File: src/rtl/loader_pkg.sv
// Shared types and constants for the boot-time program loader.
package loader_pkg;

    typedef enum logic [2:0] {
        LOAD_LEN,
        LOAD_DATA,
        DONE,
        RUN,
        ERROR
    } loader_state_type;

    localparam int BYTES_PER_WORD = 4;

endpackage

File: src/rtl/program_loader_if.sv
// Loader-side bundle: UART byte strobe in, program-memory port and core-control out.
interface program_loader_if;

    logic [7:0]  rx_data;
    logic        rx_valid;
    logic [31:0] pc_address;
    logic [31:0] mem_byte_address;
    logic        mem_write_enable;
    logic [31:0] mem_write_data;
    logic        cpu_reset_n;
    logic        loading;
    logic        load_error;
    logic [31:0] words_loaded;

    modport master (
        input  rx_data, rx_valid, pc_address,
        output mem_byte_address, mem_write_enable, mem_write_data,
        output cpu_reset_n, loading, load_error, words_loaded
    );

    modport slave (
        output rx_data, rx_valid, pc_address,
        input  mem_byte_address, mem_write_enable, mem_write_data,
        input  cpu_reset_n, loading, load_error, words_loaded
    );

endinterface

File: src/rtl/program_loader_byte_assembler.sv
// Packs a byte stream into little-endian 32-bit words; word/word_valid are combinational
// in the cycle the 4th byte arrives. No backpressure: every in_valid byte is taken.
module byte_assembler
    import loader_pkg::*;
(
    input  logic        clk,
    input  logic        reset,
    input  logic        clear,
    input  logic        in_valid,
    input  logic [7:0]  in_data,
    output logic [31:0] word,
    output logic        word_valid,
    output logic [1:0]  byte_index
);

    logic [1:0]  idx_q, idx_d;
    logic [31:0] shift_q, shift_d;

    always_ff @(posedge clk) begin
        if (reset) begin
            idx_q   <= 2'd0;
            shift_q <= 32'd0;
        end else begin
            idx_q   <= idx_d;
            shift_q <= shift_d;
        end
    end

    // New bytes enter at the top so the first byte ends up in bits [7:0].
    always_comb begin
        idx_d      = idx_q;
        shift_d    = shift_q;
        word       = {in_data, shift_q[31:8]};
        word_valid = 1'b0;
        if (clear) begin
            idx_d   = 2'd0;
            shift_d = 32'd0;
        end else if (in_valid) begin
            shift_d    = word;
            idx_d      = idx_q + 2'd1;
            word_valid = (idx_q == 2'(BYTES_PER_WORD - 1));
        end
    end

    assign byte_index = idx_q;

endmodule

File: src/rtl/program_loader.sv
// Boot loader: writes a UART-delivered image into program memory, then releases the core.
// Write pulse one cycle after a word's last byte; no backpressure, bytes may arrive every cycle.
module program_loader
    import loader_pkg::*;
#(
    parameter int          MEM_WORDS      = 1024,
    parameter logic [31:0] BASE_ADDR      = 32'h0,
    parameter int          TIMEOUT_CYCLES = 1_000_000
) (
    input  logic              clk,
    input  logic              reset,
    program_loader_if.master  bus
);

    loader_state_type state_q, state_d;
    logic [31:0] n_q, n_d;
    logic [31:0] addr_q, addr_d;
    logic [31:0] words_q, words_d;
    logic        we_q, we_d;
    logic [31:0] wdata_q, wdata_d;
    logic        cpu_rst_n_q, cpu_rst_n_d;
    logic        err_q, err_d;
    logic [31:0] tmo_q, tmo_d;

    logic        receiving;
    logic        asm_valid;
    logic [31:0] asm_word;
    logic        asm_word_valid;
    logic [1:0]  asm_index;
    logic        timeout_hit;

    assign receiving   = (state_q == LOAD_LEN) || (state_q == LOAD_DATA);
    assign asm_valid   = bus.rx_valid && receiving;
    assign timeout_hit = receiving && !bus.rx_valid && (tmo_q == 32'(TIMEOUT_CYCLES - 1));

    byte_assembler u_asm (
        .clk        (clk),
        .reset      (reset),
        .clear      (state_q == ERROR),
        .in_valid   (asm_valid),
        .in_data    (bus.rx_data),
        .word       (asm_word),
        .word_valid (asm_word_valid),
        .byte_index (asm_index)
    );

    always_ff @(posedge clk) begin
        if (reset) begin
            state_q     <= LOAD_LEN;
            n_q         <= 32'd0;
            addr_q      <= BASE_ADDR;
            words_q     <= 32'd0;
            we_q        <= 1'b0;
            wdata_q     <= 32'd0;
            cpu_rst_n_q <= 1'b0;
            err_q       <= 1'b0;
            tmo_q       <= 32'd0;
        end else begin
            state_q     <= state_d;
            n_q         <= n_d;
            addr_q      <= addr_d;
            words_q     <= words_d;
            we_q        <= we_d;
            wdata_q     <= wdata_d;
            cpu_rst_n_q <= cpu_rst_n_d;
            err_q       <= err_d;
            tmo_q       <= tmo_d;
        end
    end

    always_comb begin
        state_d = state_q;
        n_d     = n_q;
        addr_d  = addr_q;
        words_d = words_q;
        we_d    = 1'b0;
        wdata_d = wdata_q;
        tmo_d   = (!receiving || bus.rx_valid) ? 32'd0 : tmo_q + 32'd1;

        case (state_q)
            LOAD_LEN: begin
                if (asm_word_valid) begin
                    n_d = asm_word;
                    if (asm_word == 32'd0) begin
                        state_d = RUN;
                    end else if (asm_word > 32'(MEM_WORDS)) begin
                        state_d = ERROR;
                    end else begin
                        state_d = LOAD_DATA;
                        addr_d  = BASE_ADDR;
                        words_d = 32'd0;
                    end
                end else if (timeout_hit) begin
                    // An idle line with nothing started boots whatever is already in memory.
                    state_d = (asm_index == 2'd0) ? RUN : ERROR;
                end
            end
            LOAD_DATA: begin
                if (timeout_hit) begin
                    state_d = ERROR;
                end
                if (asm_word_valid) begin
                    we_d    = 1'b1;
                    wdata_d = asm_word;
                end
                if (we_q) begin
                    addr_d  = addr_q + 32'd4;
                    words_d = words_q + 32'd1;
                    if (words_q + 32'd1 == n_q) begin
                        state_d = DONE;
                    end
                end
            end
            DONE:    state_d = RUN;
            RUN:     state_d = RUN;
            ERROR:   state_d = LOAD_LEN;
            default: state_d = LOAD_LEN;
        endcase

        err_d       = err_q || (state_d == ERROR);
        cpu_rst_n_d = (state_d == RUN);
    end

    assign bus.mem_byte_address = (state_q == RUN) ? bus.pc_address : addr_q;
    assign bus.mem_write_enable = we_q;
    assign bus.mem_write_data   = wdata_q;
    assign bus.cpu_reset_n      = cpu_rst_n_q;
    assign bus.loading          = (state_q != RUN);
    assign bus.load_error       = err_q;
    assign bus.words_loaded     = words_q;

endmodule

File: src/flat_wrapper.sv
// flat-port wrapper written by rule: the top's interface ports become plain ports
module program_loader_flat import loader_pkg::*;
#(
    parameter int          MEM_WORDS      = 1024,
    parameter logic [31:0] BASE_ADDR      = 32'h0,
    parameter int          TIMEOUT_CYCLES = 1_000_000
)
  (clk, reset, bus_rx_data, bus_rx_valid, bus_pc_address, bus_mem_byte_address, bus_mem_write_enable, bus_mem_write_data, bus_cpu_reset_n, bus_loading, bus_load_error, bus_words_loaded);
  program_loader_if bus_i ();
  input  logic clk;
  input  logic reset;
  input wire logic [$bits(bus_i.rx_data)-1:0] bus_rx_data;
  input wire logic [$bits(bus_i.rx_valid)-1:0] bus_rx_valid;
  input wire logic [$bits(bus_i.pc_address)-1:0] bus_pc_address;
  output wire logic [$bits(bus_i.mem_byte_address)-1:0] bus_mem_byte_address;
  output wire logic [$bits(bus_i.mem_write_enable)-1:0] bus_mem_write_enable;
  output wire logic [$bits(bus_i.mem_write_data)-1:0] bus_mem_write_data;
  output wire logic [$bits(bus_i.cpu_reset_n)-1:0] bus_cpu_reset_n;
  output wire logic [$bits(bus_i.loading)-1:0] bus_loading;
  output wire logic [$bits(bus_i.load_error)-1:0] bus_load_error;
  output wire logic [$bits(bus_i.words_loaded)-1:0] bus_words_loaded;
  assign bus_i.rx_data = bus_rx_data;
  assign bus_i.rx_valid = bus_rx_valid;
  assign bus_i.pc_address = bus_pc_address;
  assign bus_mem_byte_address = bus_i.mem_byte_address;
  assign bus_mem_write_enable = bus_i.mem_write_enable;
  assign bus_mem_write_data = bus_i.mem_write_data;
  assign bus_cpu_reset_n = bus_i.cpu_reset_n;
  assign bus_loading = bus_i.loading;
  assign bus_load_error = bus_i.load_error;
  assign bus_words_loaded = bus_i.words_loaded;
  program_loader #(.MEM_WORDS(MEM_WORDS), .BASE_ADDR(BASE_ADDR), .TIMEOUT_CYCLES(TIMEOUT_CYCLES)) u_core (.clk(clk), .reset(reset), .bus(bus_i));
endmodule
File: config.mk
export PLATFORM = sky130hd
export DESIGN_NAME = program_loader_flat
export DESIGN_NICKNAME = d
export VERILOG_FILES = /design/src/rtl/loader_pkg.sv /design/src/rtl/program_loader_if.sv /design/src/rtl/program_loader_byte_assembler.sv /design/src/rtl/program_loader.sv /design/src/flat_wrapper.sv
export SDC_FILE = /design/constraint.sdc
export NUM_CORES = 1
export LEC_CHECK = 0
export ABC_AREA = 0
export BUFFER_PORTS_ARGS = -buffer_cell sky130_fd_sc_hd__buf_2
export CELL_PAD_IN_SITES_DETAIL_PLACEMENT = 1
export CELL_PAD_IN_SITES_GLOBAL_PLACEMENT = 2
export CORE_MARGIN = 3
export CORE_UTILIZATION = 35
export CTS_BUF_LIST = sky130_fd_sc_hd__clkbuf_4 sky130_fd_sc_hd__clkbuf_8
export DETAILED_ROUTE_END_ITERATION = 10
export GPL_TIMING_DRIVEN = 1
export PLACE_DENSITY_LB_ADDON = 0.2
export SETUP_SLACK_MARGIN = 0.05
export SYNTH_ARGS = -nofsm -noshare
export SYNTH_HDL_FRONTEND = slang
export SYNTH_SLANG_ARGS = --single-unit
File: constraint.sdc
create_clock -name clk -period 3.25 [get_ports clk]
set_clock_uncertainty 0.1 [all_clocks]
set_input_delay 0.325 -clock clk [delete_from_list [all_inputs] [get_ports clk]]
set_output_delay 0.325 -clock clk [all_outputs]
set_load 0.05 [all_outputs]
; Word-level counts from Yosys, hierarchy flattened
; Index checks and enable logic that the tools add are counted.
; Widths: inputs -> output; s select.
[totals]
regBits = 200
output_inout_bits = 100
[classes]
add_sub_neg = 4
n_lt_le_gt_ge = 1
n_eq_ne = 14
n_mux = 20
bitwise = 1
n_reduce_logical = 19
[op_table]
columns = operator, n
row1 = $mux 32, 6
row2 = $pmux 32 s2, 2
row3 = $add 32x1->32 const B, 2
row4 = $add 32x3->32 const B, 1
row5 = $eq 32x20->1 const B, 1
row6 = $eq 32x32->1, 1
row7 = $gt 32x11->1 const B, 1
row8 = $logic_not 32->1, 1
row9 = $mux 3, 8
row10 = $eq 3x2->1 const B, 3
row11 = $pmux 3 s3, 1
row12 = $reduce_or 2->1, 4
row13 = $eq 3x3->1 const B, 2
row14 = $reduce_and 5->1, 1
row15 = $ne 2x1->1 const B, 2
row16 = $ne 2x2->1 const B, 2
row17 = $reduce_and 2->1, 2
row18 = $eq 3x1->1 const B, 1
row19 = $logic_and 1x1->1, 3
row20 = $logic_not 3->1, 1
row21 = $logic_or 1x1->1, 3
row22 = $mux 1, 3
row23 = $ne 3x2->1 const B, 1
row24 = $add 2x1->2 const B, 1
row25 = 5 further kinds, 6

; Depth between registers and ports, before layout
[depth]
word_depth = 10
depth_mapped = 11

; Cells and area by module
; From an unflattened synthesis, not the netlist that was laid out.
[hier_totals]
cells_unflattened = 1102
hier_area_um2 = 9136.3
[by_module_without_submodules]
columns = mod, n_inst, cells_per_inst, area_each_um2, seq_area_each_um2
row1 = program_loader, 1, 1007, 8092.8, 3283.1
row2 = byte_assembler, 1, 95, 1043.5, 520.5

; Least setup slack after synthesis
; No wires, ideal clock.
[synth_timing]
path_kind = register to register
startpoint = reg u_core.words_q[2], in the netlist u_core.bus.words_loaded[2]
endpoint = reg u_core.err_q, in the netlist u_core.bus.load_error
setup_ps = 137
arrival_time_ps = 2806
path_slack_ps = 206
stages_incl_launch_ff = 11
n_path_buf = 2
synth_period_minus_slack_ps = 3044
path_cell_list = dfxtp_1 > buf_2 > and4_1 > buf_2 > nand3_2 > or3_1 > a211o_1 > a2111oi_0 > nand4_1 > o21ai_1 > o221ai_1
[synth_between]
elab_chain_len = 7
[synth_rtl]
columns = item, line_no
row1 = start: declaration, program_loader.sv:18  ; logic [31:0] words_q, words_d;
row2 = start signal: assignment, program_loader.sv:62  ; words_q <= words_d;
row3 = $add 32x1->32, program_loader.sv:109  ; if (words_q + 32'd1 == n_q) begin
row4 = $eq 32x32->1, program_loader.sv:109
row5 = $mux 3, program_loader.sv:109
row6 = $mux 3, program_loader.sv:106  ; if (we_q) begin
row7 = $pmux 3 s3, program_loader.sv:80  ; case (state_q)
row8 = $eq 3x3->1, program_loader.sv:120  ; err_d = err_q || (state_d == ERROR);
row9 = $logic_or 1x1->1, program_loader.sv:120
row10 = end signal: assignment, program_loader.sv:66  ; err_q <= err_d;
row11 = end: declaration, program_loader.sv:22  ; logic err_q, err_d;
; Every way passes these cells.
; A chain may end at the register's enable or synchronous reset.

; Worst setup path in the final report
[layout_timing]
startpoint = reg u_core.words_q[10], in the netlist u_core.bus.words_loaded[10]
endpoint = reg u_core.err_q, in the netlist u_core.bus.load_error
; The elaborated chain is that of the path after synthesis.

==> results.cfg <==
[synth]
synth_warnings = 0
ys.flop_type = sky130_fd_sc_hd__dfxtp_1
syn_nets = 1188
netlist_top_cells_area = sky130_fd_sc_hd__dfxtp_1 41%, sky130_fd_sc_hd__nand2_1 9.2%, sky130_fd_sc_hd__xnor2_1 6.8%
synth_top_area_cell = sky130_fd_sc_hd__dfxtp_1
mappedNetlistArea_sq_mm = 0.009178
syn_area_per_cell_sq_um = 8.050
post_synth_edffs = 0
synth_largest_type_area_fraction_pct = 41.45
ys_async_sr_fraction_pct = 0
yosys_register_bits = 190
synthCells = 1140
synth.distinct_cells = 62
seq_area_frac_synth_pct = 41.45

[timing]
slew_headroom_pct = 25.42
timing.hold.ws_ns = 0.03773
worst-slew-pin-transition_ns = 1.119
final.period_utilization_pct = 92.42
maxClockFrequency_ghz = 0.3329
setup_total_negative_slack_ns = 0
finalWorstPathRequiredPeriod_ns = 3.004
setup_repair_after_global_routing_missed_its_margin = no
report.final.setup_viol = 0
finalHoldViolations = 0
total_count_of_max_transition_violations_in_the_final_report = 0

[setup_path]
path_max_fanout = 9
timing.critical_path.from_type = flop
timing.critical_path.to_type = flop
worst-endpoint-required_ns = 3.49
critPathKind = reg2reg
cp.arrival_ns = 3.24

[layout]
antennaDiodeCount = 0
mostFrequentLayoutCell = sky130_fd_sc_hd__nand2_1
fillerInstances = 3148
finish.instance_area_sq_mm = 0.01074
fin_nets = 1316
final_cell_mix = 225 x sky130_fd_sc_hd__nand2_1, 189 x sky130_fd_sc_hd__dfxtp_1, 142 x sky130_fd_sc_hd__buf_2
post_route_cells_drive_above_1_share_pct = 20.22
areaGrowthSynthToFinish_pct = 17.07

[routing]
detail_route.wirelength_um = 27280
final_antenna_violating_net_count = 0
total_via_count_after_detailed_routing = 8329
drtPass1Iterations = 4
route.detailed.vias_per_inst = 5.170
remaining_design_rule_violation_count = 0
drt_iter0_drc = 469
drt-wirelength-per-cell_um = 16.93

[cts]
tritoncts = yes
clkSlewWorstSetupHoldPaths_ns = 0.11
cts_sinks = 190
cts.root.buffer_cell = sky130_fd_sc_hd__clkbuf_8
clockBufferDepth = 2
insertion_delay_ns = 0.48
number_of_buffers_added_by_the_clock_tree_synthesis_step = 17
htree_num_levels = 4

[pwr]
power_density_mw_per_mm2 = 388.2
power.leakage_nw = 3.995
power.ir.vdd_worst_mv = 0.2751

[global_route]
globalRoute.totalOverflow = 0
grt_pass1_vias = 8284
grt.total_usage_pct = 19.10
grt_max_degree = 60
wire_length_of_the_first_global_routing_pass_um = 44510
grt_antenna_before_repair = 0

[placement]
buffer_ports.inserted = 142
routabilityCongestion = 0.8431
placedInstanceArea_sq_mm = 0.01025
detailedPlacementHpwl_um = 19670

[run_status]
run_status = completed

[hold_path]
hp-class = in2reg

[die]
initial_util_pct = 36.03
floorplan.die.height_um = 167.9
design.die.area_sq_mm = 0.02820
placeableCoreArea_sq_mm = 0.02547
pin_count = 143
row_count = 58
dieWidth_um = 167.9

[run]
timing.max_cap.violations = 0
path summary, 6_finish.rpt:
check / cells after the start / slack (ns) / from / to
max: 8 / 0.25 / u_core.bus.words_loaded[10]$_SDFFE_PP0P_ / u_core.bus.load_error$_SDFF_PP0_
min reg2reg: 2 / 0.36 / u_core.bus.mem_write_data[27]$_SDFFE_PP0P_ / u_core.bus.mem_write_data[27]$_SDFFE_PP0P_
max reg2reg: 8 / 0.25 / u_core.bus.words_loaded[10]$_SDFFE_PP0P_ / u_core.bus.load_error$_SDFF_PP0_
min: 3 / 0.04 / bus_rx_data[6] / u_core.n_q[30]$_SDFFE_PP0P_
registers in the layout, summed over array words and instances (netlist names):
register and count:
u_core.bus.mem_write_data 32, u_core.bus.words_loaded 32, u_core.n_q 32, u_core.tmo_q 32, u_core.addr_q 30, u_core.u_asm.shift_q 24
u_core.state_q 3, u_core.u_asm.byte_index 2, u_core.bus.cpu_reset_n 1, u_core.bus.load_error 1, u_core.bus.mem_write_enable 1
area by class of cell:
type                    count  area (sq um)  area share [%]
clock buffers              18         241.5           2.248
inverters                  23         86.33          0.8035
repair buffers            175         996.0           9.270
well taps                 330         412.9           3.843
multi-input cells         861          5026           46.78
clock inverters            14         176.4           1.642
flip-flops and latches    190          3805           35.41
worst max-delay path, stage by stage, from the launching register on:
cell,delay [ns]
sky130_fd_sc_hd__dfxtp_1,0.59
sky130_fd_sc_hd__and4_1,0.28
sky130_fd_sc_hd__nand4_1,0.31
sky130_fd_sc_hd__a2111oi_0,0.51
sky130_fd_sc_hd__o32ai_1,0.14
sky130_fd_sc_hd__nor4_1,0.32
sky130_fd_sc_hd__nand4_1,0.23
sky130_fd_sc_hd__o21ai_2,0.27
sky130_fd_sc_hd__o221ai_1,0.12
routing by layer:
layer  track usage, %  vias up  wire [um]
met3            2.771       15        758
met4            4.162        0        273
met1            27.90     4057      14090
met2            30.01      107      12160
li1                 -     4150          -
met5                0        -          0
timing repair:
item	4_1_cts	5_1_grt
hold buffers	5	0
endpoints found under the hold margin	8	0
setup buffers	0	0
resized for setup	0	6
endpoints found under the setup margin	0	4
kinds of logic (layout without fill, tap and decap cells):
group,after synthesis,count (layout),share of synthesized area [%]
mux,32,32,3.899
compound gates,172,172,10.62
flops,190,190,41.45
buf+inv,89,230,4.090
simple gates,541,541,28.67
xor+xnor,111,111,10.59
fa+ha+maj,5,5,0.6817
metrics by stage:
stage | setup WS [ns] | utilization [%] | total power [mW] | instances
finish | 0.2463 | 42.18 | 4.170 | 1611
global route | 0.05164 | 42.18 | 4.356 | 1611
CTS | 0.1418 | 42.09 | 4.238 | 1611
detailed placement | 0.08698 | 40.25 | 2.567 | 1574
global placement | 0.2711 | 40.25 | 2.565 | 1574
floorplan | 0.2063 | - | 2.498 | 1140
synth_stat cells, types with 22 or more instances:
| cell type | number |
|---|---|
| sky130_fd_sc_hd__xnor2_1 | 71 |
| sky130_fd_sc_hd__inv_1 | 23 |
| sky130_fd_sc_hd__nand3_1 | 39 |
| sky130_fd_sc_hd__nand4_1 | 26 |
| sky130_fd_sc_hd__nor2_1 | 109 |
| sky130_fd_sc_hd__a21oi_1 | 115 |
| sky130_fd_sc_hd__nor4_1 | 22 |
| sky130_fd_sc_hd__xor2_1 | 40 |
| sky130_fd_sc_hd__nor3_1 | 37 |
| sky130_fd_sc_hd__o21ai_0 | 22 |
| sky130_fd_sc_hd__dfxtp_1 | 190 |
| sky130_fd_sc_hd__clkbuf_1 | 53 |
| sky130_fd_sc_hd__nand2_1 | 225 |
| sky130_fd_sc_hd__mux2_2 | 30 |
power by group:
part / total [mW] / switching (mW) / internal, mW / leakage (nW)
combinational: 0.152 / 0.0981 / 0.0536 / 2.25
sequential: 2.37 / 0.0228 / 2.34 / 1.53
clock: 1.65 / 0.990 / 0.663 / 0.208
total: 4.17 / 1.11 / 3.06 / 4.00
(Power assumes the default switching activity.)
